===== src/rtl/hazard_pkg.sv =====
// Shared types and constants for the pipeline hazard / stall controller.
package hazard_pkg;

  localparam int REG_W           = 5;
  localparam int TIMEOUT_DEFAULT = 64;

  typedef enum logic [1:0] {
    RUN      = 2'b00,
    MEM_WAIT = 2'b01,
    MEM_DONE = 2'b10,
    ERROR    = 2'b11
  } state_t;

endpackage


===== src/rtl/mem_stall_fsm.sv =====
// Data-memory access sequencer: req/ack handshake with timeout, drives the
// pipeline freeze and the sticky error flag.
module mem_stall_fsm
  import hazard_pkg::*;
#(
  parameter int TIMEOUT = TIMEOUT_DEFAULT
) (
  input  logic clk,
  input  logic rst_n,
  input  logic start,
  input  logic mem_op,
  input  logic mem_ack,
  output logic mem_req,
  output logic hold,
  output logic err
);

  localparam int TW = (TIMEOUT > 2) ? $clog2(TIMEOUT) : 1;
  localparam logic [TW-1:0] TMO_LAST = TW'(TIMEOUT - 1);

  state_t        state_reg, state_next;
  logic [TW-1:0] tmo_reg, tmo_next;
  logic          req_reg, req_next;

  always_ff @(posedge clk or negedge rst_n) begin
    if (!rst_n) begin
      state_reg <= RUN;
      tmo_reg   <= '0;
      req_reg   <= 1'b0;
    end else begin
      state_reg <= state_next;
      tmo_reg   <= tmo_next;
      req_reg   <= req_next;
    end
  end

  always_comb begin
    state_next = state_reg;
    tmo_next   = tmo_reg;
    hold       = 1'b0;
    case (state_reg)
      RUN: begin
        if (mem_op) begin
          hold = 1'b1;
          if (start) begin
            state_next = MEM_WAIT;
            tmo_next   = '0;
          end
        end
      end
      MEM_WAIT: begin
        hold = 1'b1;
        if (start) begin
          // An ack on the final allowed cycle still completes the access.
          if (mem_ack) begin
            state_next = MEM_DONE;
            tmo_next   = '0;
          end else if (tmo_reg == TMO_LAST) begin
            state_next = ERROR;
            tmo_next   = '0;
          end else begin
            tmo_next = tmo_reg + TW'(1);
          end
        end
      end
      MEM_DONE: begin
        if (start) state_next = RUN;
      end
      ERROR: begin
        hold = 1'b1;
      end
      default: begin
        state_next = RUN;
      end
    endcase
    req_next = (state_next == MEM_WAIT);
  end

  assign mem_req = req_reg;
  assign err     = (state_reg == ERROR);

endmodule


===== src/rtl/hazard_stall_ctrl.sv =====
// Pipeline sequencing controller: load-use stalls, branch flushes, memory
// freeze via mem_stall_fsm, and a saturating stall-cycle counter.
module hazard_stall_ctrl
  import hazard_pkg::*;
#(
  parameter int TIMEOUT = TIMEOUT_DEFAULT,
  parameter int CNT_W   = 32
) (
  input  logic             clk_i,
  input  logic             rst_i,
  input  logic             start_i,
  input  logic [REG_W-1:0] IDrs1_i,
  input  logic [REG_W-1:0] IDrs2_i,
  input  logic [REG_W-1:0] EXrd_i,
  input  logic             EXMemRead_i,
  input  logic             BranchTaken_i,
  input  logic             MEMMemRead_i,
  input  logic             MEMMemWrite_i,
  input  logic             mem_ack_i,
  output logic             mem_req_o,
  output logic             Stall_o,
  output logic             PCWrite_o,
  output logic             IFIDWrite_o,
  output logic             IFIDFlush_o,
  output logic             pipe_hold_o,
  output logic             err_o,
  output logic [CNT_W-1:0] stall_cnt_o
);

  logic             hold;
  logic             err;
  logic             load_use;
  logic [CNT_W-1:0] stall_cnt_reg;

  mem_stall_fsm #(
    .TIMEOUT(TIMEOUT)
  ) u_mem_fsm (
    .clk     (clk_i),
    .rst_n   (rst_i),
    .start   (start_i),
    .mem_op  (MEMMemRead_i | MEMMemWrite_i),
    .mem_ack (mem_ack_i),
    .mem_req (mem_req_o),
    .hold    (hold),
    .err     (err)
  );

  assign load_use = EXMemRead_i && (EXrd_i != '0) &&
                    ((EXrd_i == IDrs1_i) || (EXrd_i == IDrs2_i));

  // A frozen pipeline takes no bubble; a load-use stall defers any branch.
  always_comb begin
    Stall_o     = 1'b0;
    PCWrite_o   = 1'b0;
    IFIDWrite_o = 1'b0;
    IFIDFlush_o = 1'b0;
    pipe_hold_o = 1'b0;
    if (start_i) begin
      if (hold) begin
        pipe_hold_o = 1'b1;
      end else if (load_use) begin
        Stall_o = 1'b1;
      end else if (BranchTaken_i) begin
        IFIDFlush_o = 1'b1;
        PCWrite_o   = 1'b1;
        IFIDWrite_o = 1'b1;
      end else begin
        PCWrite_o   = 1'b1;
        IFIDWrite_o = 1'b1;
      end
    end
  end

  always_ff @(posedge clk_i or negedge rst_i) begin
    if (!rst_i) begin
      stall_cnt_reg <= '0;
    end else if (start_i && !PCWrite_o && (stall_cnt_reg != '1)) begin
      stall_cnt_reg <= stall_cnt_reg + CNT_W'(1);
    end
  end

  assign err_o       = err;
  assign stall_cnt_o = stall_cnt_reg;

endmodule


===== config.mk =====
export PLATFORM = sky130hd
export DESIGN_NAME = hazard_stall_ctrl
export DESIGN_NICKNAME = d
export VERILOG_FILES = /design/src/rtl/hazard_pkg.sv /design/src/rtl/mem_stall_fsm.sv /design/src/rtl/hazard_stall_ctrl.sv
export SDC_FILE = /design/constraint.sdc
export NUM_CORES = 1
export LEC_CHECK = 0
export BUFFER_PORTS_ARGS = -buffer_cell sky130_fd_sc_hd__buf_2
export CAP_MARGIN = 30
export CORE_ASPECT_RATIO = 2
export CORE_MARGIN = 5
export CORE_UTILIZATION = 40
export DETAILED_ROUTE_END_ITERATION = 10
export GPL_ROUTABILITY_DRIVEN = 1
export MAX_ROUTING_LAYER = met4
export PLACE_DENSITY = 0.63
export SETUP_SLACK_MARGIN = 0.2
export SYNTH_ARGS = -nofsm -noshare
export SYNTH_HDL_FRONTEND = slang
export SYNTH_SLANG_ARGS = --single-unit

===== constraint.sdc =====
create_clock -name clk_i -period 3.2 [get_ports clk_i]
set_input_delay 0.16 -clock clk_i [delete_from_list [all_inputs] [get_ports clk_i]]
set_output_delay 0.16 -clock clk_i [all_outputs]
set_load 0.02 [all_outputs]

### Word level (Yosys, flattened, before mapping)

Index checks and enable logic that the tools add are counted.

| storage, ports and cells | value |
|---|---|
| register bits | 41 |
| bits of input ports | 23 |
| output and inout port bits | 39 |
| logic and storage cells | 56 |

| cells by class | value |
|---|---|
| add/subtract/negate cells | 2 |
| equality and inequality tests | 11 |
| mux-type cells | 27 |
| bitwise operators | 1 |
| reduce and logical (&&, ||, !) cells | 11 |

Operator list:

| cell | count |
|---|---|
| 32-bit by 1-bit adder with 32-bit output (second input constant) | 1 |
| 32-bit != test (second input constant) | 1 |
| 6-bit two-way mux | 5 |
| 1-bit two-way mux | 13 |
| 2-bit two-way mux | 6 |
| 6-bit case mux with 2 select lines | 1 |
| 5-bit equality test | 2 |
| 6-bit by 1-bit adder with 6-bit output (second input constant) | 1 |
| 6-bit equality test (second input constant) | 1 |
| 2-bit case mux with 3 select lines | 1 |
| 5-bit nonzero test | 1 |
| 2-bit by 1-bit equality test with 1-bit output (second input constant) | 2 |
| 2-bit equality test (second input constant) | 2 |
| 1-bit logical AND | 4 |
| 2-bit != test (second input constant) | 2 |
| 4-bit AND reduction | 1 |
| 2-bit zero test | 1 |
| 2-bit by 1-bit != test with 1-bit output (second input constant) | 1 |
| 1-bit case mux with 2 select lines | 1 |
| 2-bit nonzero test | 1 |
| 2-bit OR reduction | 1 |
| 1-bit zero test | 1 |
| 1-bit logical OR | 1 |
| 1-bit OR | 1 |

### Longest topological paths before layout

| depth | value |
|---|---|
| word-level depth | 9 |
| gate-level depth with buffers | 8 |
| depth with buffers taken out | 7 |

### By module

From an unflattened synthesis, not the netlist that was laid out.

| second synthesis, totals | value |
|---|---|
| cells, all modules | 252 |
| area, all modules | 2423.6 µm² |

Modules (own cells, without submodules):

| module | times used | cells an instance | area an instance (µm²) | seq. area each (µm²) |
|---|---|---|---|---|
| hazard_stall_ctrl | 1 | 196 | 1914.3 | 800.8 |
| mem_stall_fsm | 1 | 56 | 509.2 | 225.2 |

### Least setup slack after synthesis

No wires, ideal clock.

| timing | value |
|---|---|
| path kind | register -> register |
| start | register stall_cnt_reg[2] (netlist: stall_cnt_o[2]) |
| end | register stall_cnt_reg[1] (netlist: stall_cnt_o[1]) |
| library setup time | 0.128 ns |
| arrival time | 2.009 ns |
| data required time | 3.072 ns |
| slack | 1.063 ns |
| cell stages (with the launch flop) | 8 |
| buffers on the path | 1 |
| period minus slack after synthesis | 2.137 ns |
| path through | dfrtp_1 > and4_4 > and4_4 > nand3_1 > or3_1 > buf_6 > nand2_1 > mux2_1 |

| between the ends | value |
|---|---|
| word-level cells in the longest chain between the ends | 2 |

RTL lines:

| what | RTL line | text |
|---|---|---|
| from (decl) | hazard_stall_ctrl.sv:33 | `logic [CNT_W-1:0] stall_cnt_reg;` |
| from (signal assigned) | hazard_stall_ctrl.sv:78 | `stall_cnt_reg <= stall_cnt_reg + CNT_W'(1);` |
| 32-bit != test | hazard_stall_ctrl.sv:77 | `end else if (start_i && !PCWrite_o && (stall_cnt_reg != '1)) begin` |
| 1-bit logical AND | hazard_stall_ctrl.sv:77 |  |

No other way between the ends.
A chain may end at the register's enable or synchronous reset.

### Worst setup path after layout

Same ends and word-level chain as after synthesis.

==> run summary <==
Seq cells post-synth -> 41
Post-synth top flop -> dfrtp_1
Tot Pwr -> 0.001613 W
CTS buffer count -> 5
Grt met1 use -> 15.73%
Pwr dens -> 577.6 nW/um^2
CTS HTree Levels -> 2
Gr usage total -> 16.15%
Ys async rst share -> 100.0%
Clk slew on worst S/H paths -> 0.06 ns
Placed insts -> 355
CTS tree -> yes
EDFF count, synth -> 0
Setup violations, final -> 0
Yosys warnings -> 0
Hold Fails Final Rpt -> 0
Wire per inst -> 15.56 um
Mean Syn Cell Area -> 9.680 um^2
Max Cap Viol -> 0
Setup repair after global routing missed its margin -> no
Residual DRC -> 0
Layout Cells excl Fill -> 363
Fmax -> 422.9 MHz
Setup crit end kind -> register
Period utilisation layout -> 73.89%
Via density -> 5.534
Ant diodes -> 0
Largest net degree at the start of global routing -> 42
Setup TNS -> 0 ns
Lkg Pwr -> 1.259 nW
Clock skew -> 0.006601 ns
Max reg flops -> 32
Min cycle time layout -> 2.364 ns
ANT nets after route -> 0
CP cell instances -> and4_4 > and4_4 > nand3_1 > or3_1 > nand2_1 > mux2_1
CTS Buffer Depth -> 2
Min-Delay Path Class -> in -> async
Drt first-iter violations -> 82
Die area -> 7497 um^2
GRT met2 Usage -> 29.83%
Initial Util -> 40.87%
Cts repair resizes -> 0
DR vias -> 2009
Max transition margin -> 39.61%
Met3 Use GR -> 3.152%
Max FO, Critical Path -> 15
Arr. time, crit path -> 2.53 ns
Number of iterations in the first detailed-routing pass -> 4
Height of the die -> 117.6 um
HPWL after detailed placement -> 4434 um
Number of global-route vias before repair -> 2111
Placer Congestion -> 0.8155
Worst path slowest cell -> or3_1
Io pins -> 62
CP required -> 3.36 ns
Status -> finished clean
Minimum hold slack -> 0.01188 ns
Layout cells sized above 1 -> 26.16%
Setup CP Type -> reg -> reg
First-pass GRT wire length -> 9646 um
Clock insertion delay at the later pin of the skew report -> 0.28 ns
# hold bufs at CTS -> 0
Startpoint types -> register
Syn Std Cell Area -> 2313 um^2
Syn_nets -> 264
Post-layout util -> 49.34%
Actual slew at the worst max-slew pin -> 0.9058 ns
Synth-to-Final Area Change -> 20.71%
Rows -> 39
CP most frequent cell -> and4_4
Total wire length -> 5650 um
DIE WIDTH -> 63.78 um
Initial antenna violation count -> 0
Busiest grt layer -> met2
Sink Count -> 41
Post-synthesis cell type count -> 44
Sequential area share after synthesis -> 44.35%
Number of buffers added on ports -> 61
# nets final -> 326
Worst path max stage delay -> 0.64 ns
GR Overflow Total -> 0
R2R Setup Slk -> 0.84 ns
Core outline area -> 5660 um^2
Synth Instances -> 239
Max IR drop VDD -> 0.4485 mV
Root buffer cell -> clkbuf_16
Post-CTS Setup Repair Bufs -> 0
Pins Over Slew Limit -> 0
## where the power goes
group | switching [W] | total [W] | internal (W)
clock | 0.000190 | 0.000479 | 0.000289
sequential | 0.0000920 | 0.000687 | 0.000595
combinational | 0.000273 | 0.000447 | 0.000174
total | 0.000555 | 0.00161 | 0.00106
## path summary, 6_finish.rpt
path                       cells after the start            start                    to
min reg2reg                                    1  stall_cnt_o[11]       stall_cnt_o[11]
max                                            6   stall_cnt_o[2]        stall_cnt_o[1]
min                                            1            rst_i  u_mem_fsm.tmo_reg[5]
max in group asynchronous                      1            rst_i       stall_cnt_o[20]
max reg2reg                                    6   stall_cnt_o[2]        stall_cnt_o[1]
min in group clk_i                             4        mem_ack_i  u_mem_fsm.tmo_reg[4]
## cell families (layout without fill, tap and decap cells)
kind of cell,after synthesis,in the layout,share of synthesized area (%)
and+or+nand+nor,116,116,28.02
buffers and inverters,12,75,2.974
AOI/OAI and AO/OA,25,25,7.139
DFF,41,41,44.35
muxes,2,2,0.9194
adders and majority gates,2,2,1.081
xor gates and xnor gates,41,41,15.52
## metal layers
metal	part of all wire, %	up-vias
li1	-	976
met3	4.0	13
met5	0	-
met4	2.8	0
met1	37	970
met2	57	50
## per-stage QoR
step | area [um^2] | worst slack [ns]
finish | 2793 | 0.8356
global route | 2793 | 0.7134
CTS | 2793 | 0.8548
detailed placement | 2653 | 0.8626
global placement | 2653 | 0.9281
floorplan | 2313 | 1.063
## cell usage after synthesis (2+ instances only)
library cell  instances  area [um^2]
and4_4                2        22.52
nor2b_1               2        12.51
xor2_1                7        61.31
xnor2_1              34        297.8
nor4_1                4        25.02
o21ai_1               2        10.01
o31ai_1               3        22.52
and2_1                6        37.54
or2_2                 3        18.77
ha_1                  2        25.02
or3_1                 3        18.77
o21ai_0               5        25.02
nand2_1              27        101.4
nand4_1              14        87.58
nand3_1              14        70.07
dfrtp_1              41         1026
nand3_2               4        40.04
and3_1                4        25.02
nand2b_1              4        25.02
a32o_1                2        20.02
and4_1                4        35.03
nor3_1                6        30.03
nor2_1               12        45.04
or4_1                 4        30.03
clkbuf_1              3        11.26
inv_1                 5        18.77
a21oi_1               5        25.02
## cells in the final DEF, fill, tap and decap left out, drive strengths merged, types with 3 or more instances in the layout
| cell type | instances |
|---|---|
| and3 | 4 |
| buf | 62 |
| nand2 | 27 |
| nor2 | 12 |
| and4 | 7 |
| xnor2 | 34 |
| or3 | 3 |
| or4 | 4 |
| inv | 5 |
| nand2b | 4 |
| or2 | 4 |
| xor2 | 7 |
| nand4 | 14 |
| o31ai | 3 |
| nor3 | 6 |
| clkbuf | 7 |
| dfrtp | 41 |
| and2 | 6 |
| nor4 | 4 |
| o21ai | 7 |
| nand3 | 18 |
| a21oi | 5 |
## layout make-up
class / count / area, um^2
Clock buffer: 7 / 132.6
Clock inverter: 1 / 7.507
Fill cell: 575 / 2868
Inverter: 5 / 18.77
Multi-Input combinational cell: 186 / 1219
Sequential cell: 41 / 1026
Tap cell: 61 / 76.32
Timing Repair Buffer: 62 / 312.8
## critical path: cells and delay by family, from the launching register on
family / cells / cell delay, ns
DFF: 1 / 0.42
muxes: 1 / 0.34
and+or+nand+nor: 5 / 1.49
No activity file was read; power rests on OpenSTA's default activity.
